--- src/rtl/mbo_pintest_pkg.sv ---
// Shared definitions for the MBO pin tester: mode encodings, PRBS7 seed/taps and lock threshold.
package mbo_pintest_pkg;

  typedef enum logic [1:0] {
    MODE_IDLE = 2'd0,
    MODE_ECHO = 2'd1,
    MODE_PRBS = 2'd2,
    MODE_WALK = 2'd3
  } mode_e;

  localparam logic [6:0] PRBS_SEED    = 7'h7F;
  localparam int         PRBS_TAP_A   = 6;
  localparam int         PRBS_TAP_B   = 5;
  localparam int         LOCK_MATCHES = 16;
  localparam int         MATCH_CNT_W  = $clog2(LOCK_MATCHES);

  // x^7 + x^6 + 1, shifting towards the MSB; the MSB is the transmitted bit.
  function automatic logic [6:0] prbs7Next(input logic [6:0] state);
    return {state[5:0], state[PRBS_TAP_A] ^ state[PRBS_TAP_B]};
  endfunction

endpackage

--- src/rtl/mbo_pintest_ch.sv ---
// One RS-485 channel of the pin tester: echo delay line, PRBS7 self-synchronising checker, lock and error count.
// Build option MBO_PINTEST_ERRCNT_EN enables the saturating error counter; without it lock is a pass/fail flag.
module mbo_pintest_ch
  import mbo_pintest_pkg::*;
#(
  parameter int DELAY = 8,
  parameter int ERR_W = 16
) (
  input  logic             clk_i,
  input  logic             rst_i,
  input  logic [1:0]       mode_i,
  input  logic             mode_chg_i,
  input  logic             clr_err_i,
  input  logic             rxd_i,
  input  logic             prbs_bit_i,
  output logic             txd_o,
  output logic             de_o,
  output logic             lock_o,
  output logic [ERR_W-1:0] err_cnt_o
);

  logic [DELAY-1:0]       dly_q, dly_d;
  logic                   armed_q, armed_d;
  logic [6:0]             hist_q, hist_d;
  logic [MATCH_CNT_W-1:0] matchCnt_q, matchCnt_d;
  logic                   lock_q, lock_d;
  logic                   txd_q, txd_d;
  logic                   de_q, de_d;
  logic                   tap;
  logic                   match;
`ifdef MBO_PINTEST_ERRCNT_EN
  logic [ERR_W-1:0]       errCnt_q, errCnt_d;
`endif

  assign tap   = dly_q[DELAY-1];
  assign match = (rxd_i == (hist_q[PRBS_TAP_A] ^ hist_q[PRBS_TAP_B]));

  // A mode change returns the channel to its reset state; clr_err is applied last so it beats any increment.
  always_comb begin
    dly_d      = dly_q;
    armed_d    = armed_q;
    hist_d     = hist_q;
    matchCnt_d = matchCnt_q;
    lock_d     = lock_q;
    txd_d      = txd_q;
    de_d       = de_q;
`ifdef MBO_PINTEST_ERRCNT_EN
    errCnt_d   = errCnt_q;
`endif
    if (mode_chg_i) begin
      dly_d      = '0;
      armed_d    = 1'b0;
      hist_d     = '0;
      matchCnt_d = '0;
      lock_d     = 1'b0;
      txd_d      = 1'b1;
      de_d       = 1'b0;
`ifdef MBO_PINTEST_ERRCNT_EN
      errCnt_d   = '0;
`endif
    end else begin
      case (mode_e'(mode_i))
        MODE_ECHO: begin
          dly_d = DELAY'({dly_q, rxd_i});
          if (tap) armed_d = 1'b1;
          if (tap || armed_q) begin
            de_d  = 1'b1;
            txd_d = tap;
          end
        end
        MODE_PRBS: begin
          txd_d  = prbs_bit_i;
          de_d   = 1'b1;
          hist_d = {hist_q[5:0], rxd_i};
          if (match) begin
            if (matchCnt_q == MATCH_CNT_W'(LOCK_MATCHES - 1)) lock_d = 1'b1;
            else matchCnt_d = matchCnt_q + 1'b1;
          end else begin
            matchCnt_d = '0;
`ifdef MBO_PINTEST_ERRCNT_EN
            if (lock_q && (errCnt_q != '1)) errCnt_d = errCnt_q + 1'b1;
`else
            lock_d = 1'b0;
`endif
          end
        end
        default: begin
          txd_d = 1'b1;
          de_d  = 1'b0;
        end
      endcase
      // Clearing also restarts the match run, so relock needs a fresh run of matches.
      if (clr_err_i) begin
        lock_d     = 1'b0;
        matchCnt_d = '0;
`ifdef MBO_PINTEST_ERRCNT_EN
        errCnt_d   = '0;
`endif
      end
    end
  end

  always_ff @(posedge clk_i) begin
    if (!rst_i) begin
      dly_q      <= '0;
      armed_q    <= 1'b0;
      hist_q     <= '0;
      matchCnt_q <= '0;
      lock_q     <= 1'b0;
      txd_q      <= 1'b1;
      de_q       <= 1'b0;
`ifdef MBO_PINTEST_ERRCNT_EN
      errCnt_q   <= '0;
`endif
    end else begin
      dly_q      <= dly_d;
      armed_q    <= armed_d;
      hist_q     <= hist_d;
      matchCnt_q <= matchCnt_d;
      lock_q     <= lock_d;
      txd_q      <= txd_d;
      de_q       <= de_d;
`ifdef MBO_PINTEST_ERRCNT_EN
      errCnt_q   <= errCnt_d;
`endif
    end
  end

  assign txd_o  = txd_q;
  assign de_o   = de_q;
  assign lock_o = lock_q;
`ifdef MBO_PINTEST_ERRCNT_EN
  assign err_cnt_o = errCnt_q;
`else
  assign err_cnt_o = '0;
`endif

endmodule

--- src/rtl/mbo_pin_tester.sv ---
// MBO board bring-up tester: N_CH RS-485 channels in echo / PRBS7 / pin-walk modes plus a free-running divided clock.
// Build option MBO_PINTEST_ERRCNT_EN enables per-channel saturating error counters on err_cnt_o.
module mbo_pin_tester
  import mbo_pintest_pkg::*;
#(
  parameter int N_CH  = 3,
  parameter int DELAY = 8,
  parameter int PAT_W = 22,
  parameter int DIV_W = 4,
  parameter int ERR_W = 16
) (
  input  logic                  clk_i,
  input  logic                  rst_i,
  input  logic [1:0]            mode_i,
  input  logic                  clr_err_i,
  input  logic [N_CH-1:0]       rxd_i,
  output logic [N_CH-1:0]       txd_o,
  output logic [N_CH-1:0]       de_o,
  output logic [N_CH-1:0]       lock_o,
  output logic [N_CH*ERR_W-1:0] err_cnt_o,
  output logic [PAT_W-1:0]      pat_out_o,
  output logic                  clk_div_out_o
);

  mode_e            mode_q, mode_d;
  logic [6:0]       prbs_q, prbs_d;
  logic [DIV_W-1:0] div_q, div_d;
  logic [PAT_W-1:0] pat_q, pat_d;
  logic             modeChg;
  logic             divWrap;

  assign modeChg = (mode_i != mode_q);
  assign divWrap = &div_q;

  // The divider free-runs through mode changes; generator and walk restart whenever the mode changes.
  always_comb begin
    mode_d = mode_e'(mode_i);
    div_d  = div_q + 1'b1;
    prbs_d = prbs_q;
    pat_d  = pat_q;
    if (modeChg) begin
      prbs_d = PRBS_SEED;
      pat_d  = '0;
    end else begin
      if (mode_q == MODE_PRBS) prbs_d = prbs7Next(prbs_q);
      if (mode_q == MODE_WALK) begin
        if (pat_q == '0) pat_d = PAT_W'(1);
        else if (divWrap) pat_d = PAT_W'({pat_q, pat_q[PAT_W-1]});
      end else begin
        pat_d = '0;
      end
    end
  end

  always_ff @(posedge clk_i) begin
    if (!rst_i) begin
      mode_q <= MODE_IDLE;
      prbs_q <= PRBS_SEED;
      div_q  <= '0;
      pat_q  <= '0;
    end else begin
      mode_q <= mode_d;
      prbs_q <= prbs_d;
      div_q  <= div_d;
      pat_q  <= pat_d;
    end
  end

  for (genvar i = 0; i < N_CH; i++) begin : g_ch
    mbo_pintest_ch #(
      .DELAY(DELAY),
      .ERR_W(ERR_W)
    ) u_ch (
      .clk_i      (clk_i),
      .rst_i      (rst_i),
      .mode_i     (mode_q),
      .mode_chg_i (modeChg),
      .clr_err_i  (clr_err_i),
      .rxd_i      (rxd_i[i]),
      .prbs_bit_i (prbs_q[6]),
      .txd_o      (txd_o[i]),
      .de_o       (de_o[i]),
      .lock_o     (lock_o[i]),
      .err_cnt_o  (err_cnt_o[i*ERR_W +: ERR_W])
    );
  end

  assign pat_out_o     = pat_q;
  assign clk_div_out_o = div_q[DIV_W-1];

endmodule

--- config.mk ---
export PLATFORM = sky130hd
export DESIGN_NAME = mbo_pin_tester
export DESIGN_NICKNAME = d
export VERILOG_FILES = /design/src/rtl/mbo_pintest_pkg.sv /design/src/rtl/mbo_pintest_ch.sv /design/src/rtl/mbo_pin_tester.sv
export SDC_FILE = /design/constraint.sdc
export NUM_CORES = 1
export LEC_CHECK = 0
export BUFFER_PORTS_ARGS = -buffer_cell sky130_fd_sc_hd__buf_2
export CAP_MARGIN = 20
export CORE_MARGIN = 5
export CORE_UTILIZATION = 35
export DETAILED_ROUTE_END_ITERATION = 6
export HOLD_SLACK_MARGIN = 0.06
export PLACE_DENSITY_LB_ADDON = 0.15
export SETUP_SLACK_MARGIN = 0.3
export SYNTH_ARGS = -nofsm -noshare
export SYNTH_HDL_FRONTEND = slang
export SYNTH_SLANG_ARGS = --single-unit
--- constraint.sdc ---
create_clock -name clk_i -period 3 [get_ports clk_i]
set_input_delay 0.3 -clock clk_i [delete_from_list [all_inputs] [get_ports clk_i]]
set_output_delay 0.3 -clock clk_i [all_outputs]
set_load 0.005 [all_outputs]
==> flow_metrics.tcl <==
set metrics [dict create \
    status "finished clean" \
    hpwl_microns 5334 \
    path_depth 4 \
    cpMaxStageDelayCell "ha_2" \
    cts_tree "yes" \
    cp-end-kind "register" \
    grt_pass1_wl_microns 12800 \
    worst_ep_arrival_time_ps 2130 \
    r2r_cells 4 \
    num_vias 3034 \
    diodes 0 \
    synthCells 478 \
    path_delay_family "adder cells" \
    vias_per_cell 4.468 \
    gr-total-overflow 0 \
    ir_drop_v 0.0003956 \
    gp_congestion 0.6910 \
    ctsHoldBuffers 0 \
    ioPinCount 88 \
    period_minus_slack_ps 1914 \
    drv_cap 0 \
    ys_seq_area_frac 0.4703 \
    fmax_mhz 522.5 \
    coreArea_sq_um 12520 \
    slew_headroom 0.4899 \
    leakage_uw 0.001819 \
    slew_violations 0 \
    period_share 0.6379 \
    yosys.area.top_type "dfxtp_1" \
    p_per_area_nw_per_um2 543.4 \
    drt_iter0_drc 156 \
    crit_chain "ha_2 > buf_4 > mux2i_1 > nor2_1" \
    cts_setup_buffers 0 \
    drt.antenna.violating_nets 0 \
    final_layout_size_suffix_gt1_frac 0.1321 \
    whs_path_depth 2 \
    critPathLaunchType "register" \
    syn-cell-area_sq_um 4427 \
    hp-class "in2reg" \
    synth_top_area_frac 0.4703 \
    skew_ps 7.781 \
    finalSetupTns_ps 0 \
    clkLatencyLatePin_ps 340 \
    port_buffers 39 \
    synth_area_leaders "dfxtp_1 (47%), mux2i_1 (12%), buf_4 (9.7%), nor2_1 (5.4%), nand2_1 (4.5%)" \
    grt_max_degree 57 \
    avgRoutedWirePerCell_microns 11.57 \
    dieArea_sq_um 15000 \
    dr.pass1.iters 4 \
    p_total_uw 2619 \
    die_h_microns 122.5 \
    ys_warn_count 0 \
    start_util 0.3537 \
    syn2layout_area_growth_pct 8.875 \
    synthDistinctLibCells 35 \
    drc 0 \
    path_class "reg2reg" \
    htree_levels 3 \
    cts_buffer_depth 2 \
    critPathMaxStageDelay_ps 630 \
    finalHoldViolations 0 \
    cts_buffers 9 \
    grt_pass1_vias 2657 \
    antenna_found_initial 0 \
    row_count 41 \
    worstPathMaxFanout 32 \
    tightestPinTransition_ps 765.1 \
    rsz0062_at_grt "no" \
    finalSetupViolCount 0 \
    die_w_microns 122.5 \
    critical_path_buf_inv_count 1 \
    cts_num_sinks 104 \
    routed_wl_microns 7858 \
    layout.nets 517 \
    cts_resized 0 \
    grtUsageTotal 0.1075 \
    cp_data_required_time_ps 3210 \
    cts_root_buf "clkbuf_16" \
    nFillCells 1289 \
    avgSynthCellArea_sq_um 9.261 \
    synth-seq-cells 104 \
    clk_pin_slew_ps 70 \
]
==> worst reg2reg max path, delay by kind of cell (launching register included) <==
family	cells	cell delay (ps)
adder cells (fa/ha/maj)	1	640
buffers and inverters	1	460
flip-flops	1	400
multiplexers	1	250
AND/OR/NAND/NOR	1	50
==> sequential cells by signal, summed over array words and instances, names as in the netlist <==
| register | count |
|---|---|
| g_ch.u_ch.dly_q | 24 |
| div_q | 4 |
| pat_out_o | 22 |
| g_ch.u_ch.txd_o | 3 |
| g_ch.u_ch.matchCnt_q | 12 |
| g_ch.u_ch.armed_q | 3 |
| g_ch.u_ch.lock_o | 3 |
| g_ch.u_ch.de_o | 3 |
| mode_q | 2 |
| prbs_q | 7 |
| g_ch.u_ch.hist_q | 21 |
==> metrics by stage <==
stage	hold slack, ps	utilization	area, sq um	instances	worst slack, ps
after CTS	177.7	0.3850	4820	679	1081
after global routing	184.5	0.3850	4820	679	904.8
after detailed placement	442.8	0.3629	4542	663	1100
after global placement	437.6	0.3629	4542	663	1135
after floorplan	379.3	-	4603	525	1513
final	190.1	0.3850	4820	679	1086
==> placed cells by master (no fill, tap or decap), types with 3 or more instances in the layout <==
cell | netlist | final
a211o_1 | 3 | 3
a211oi_1 | 4 | 4
a21oi_1 | 33 | 33
a41oi_1 | 3 | 3
and2_1 | 5 | 5
and3_1 | 3 | 3
buf_2 | 11 | 39
buf_4 | 57 | 6
clkbuf_1 | 6 | 3
clkbuf_16 | 0 | 9
conb_1 | 1 | 48
dfxtp_1 | 104 | 104
ha_1 | 7 | 6
inv_1 | 6 | 6
mux2i_1 | 52 | 52
nand2_1 | 53 | 53
nand3_1 | 9 | 8
nand4_1 | 4 | 4
nor2_1 | 64 | 64
nor2b_1 | 3 | 3
nor3_1 | 6 | 6
nor3b_1 | 3 | 3
nor4_1 | 5 | 5
o21ai_0 | 5 | 5
or3b_2 | 3 | 3
xnor2_1 | 7 | 7
xor2_1 | 4 | 4
==> layer usage <==
metal | up-vias | part of all wire | GRT usage
met4 | 0 | 0.013 | 0.03359
met2 | 79 | 0.44 | 0.1611
met1 | 1397 | 0.48 | 0.1413
li1 | 1551 | - | -
met3 | 7 | 0.072 | 0.04424
met5 | - | 0 | 0
==> final timing paths <==
check,startpoint,endpoint,slack (ps)
setup / recovery,mode_q[1],g_ch[1].u_ch.hist_q[3],1090
hold / removal,clr_err_i,g_ch[2].u_ch.matchCnt_q[0],190
setup reg to reg,mode_q[1],g_ch[1].u_ch.hist_q[3],1090
hold reg to reg,div_q[0],div_q[0],450
==> synth_stat cells <==
library cell,instances
o211ai_1,1
xnor2_1,7
a211oi_1,4
a21oi_1,33
buf_1,5
conb_1,1
or3b_2,3
a211oi_2,2
a211o_1,3
nor2b_1,3
nor2_1,64
ha_1,7
nor3_2,2
nand4_1,4
buf_2,11
dfxtp_1,104
xor2_1,4
nand2_1,53
and4b_1,2
inv_1,6
and2_1,5
o22ai_1,1
clkbuf_1,6
nor3b_1,3
buf_4,57
and3_1,3
nand3_1,9
a2bb2oi_1,2
mux2i_1,52
o21ai_0,5
nor3_1,6
a41oi_1,3
xor3_1,1
and4_1,1
nor4_1,5
==> cell type report <==
cell class / count / area (sq um) / area share
multi-input cells: 336 / 1982 / 0.4112
clock buffers: 14 / 264.0 / 0.05478
well taps: 172 / 215.2 / 0.04465
flip-flops and latches: 104 / 2082 / 0.4320
inverters: 6 / 22.52 / 0.004673
clock inverters: 2 / 13.76 / 0.002856
repair buffers: 45 / 240.2 / 0.04984
==> report_power, final <==
part	switching (uW)	internal [uW]	total [uW]
clock network	483	609	1090
registers	7.64	1390	1400
logic	82.4	46.1	129
==> kinds of logic after synthesis <==
kind of cell / after synthesis / synth area share
AO/OA/AOI/OAI: 54 / 0.07434
other: 1 / 0.0008471
AND/OR/NAND/NOR: 163 / 0.1665
buffers and inverters: 85 / 0.1235
multiplexers: 52 / 0.1176
flip-flops: 104 / 0.4703
XOR/XNOR: 12 / 0.02713
adder cells (fa/ha/maj): 7 / 0.01978
No activity file was read; power rests on OpenSTA's default activity.
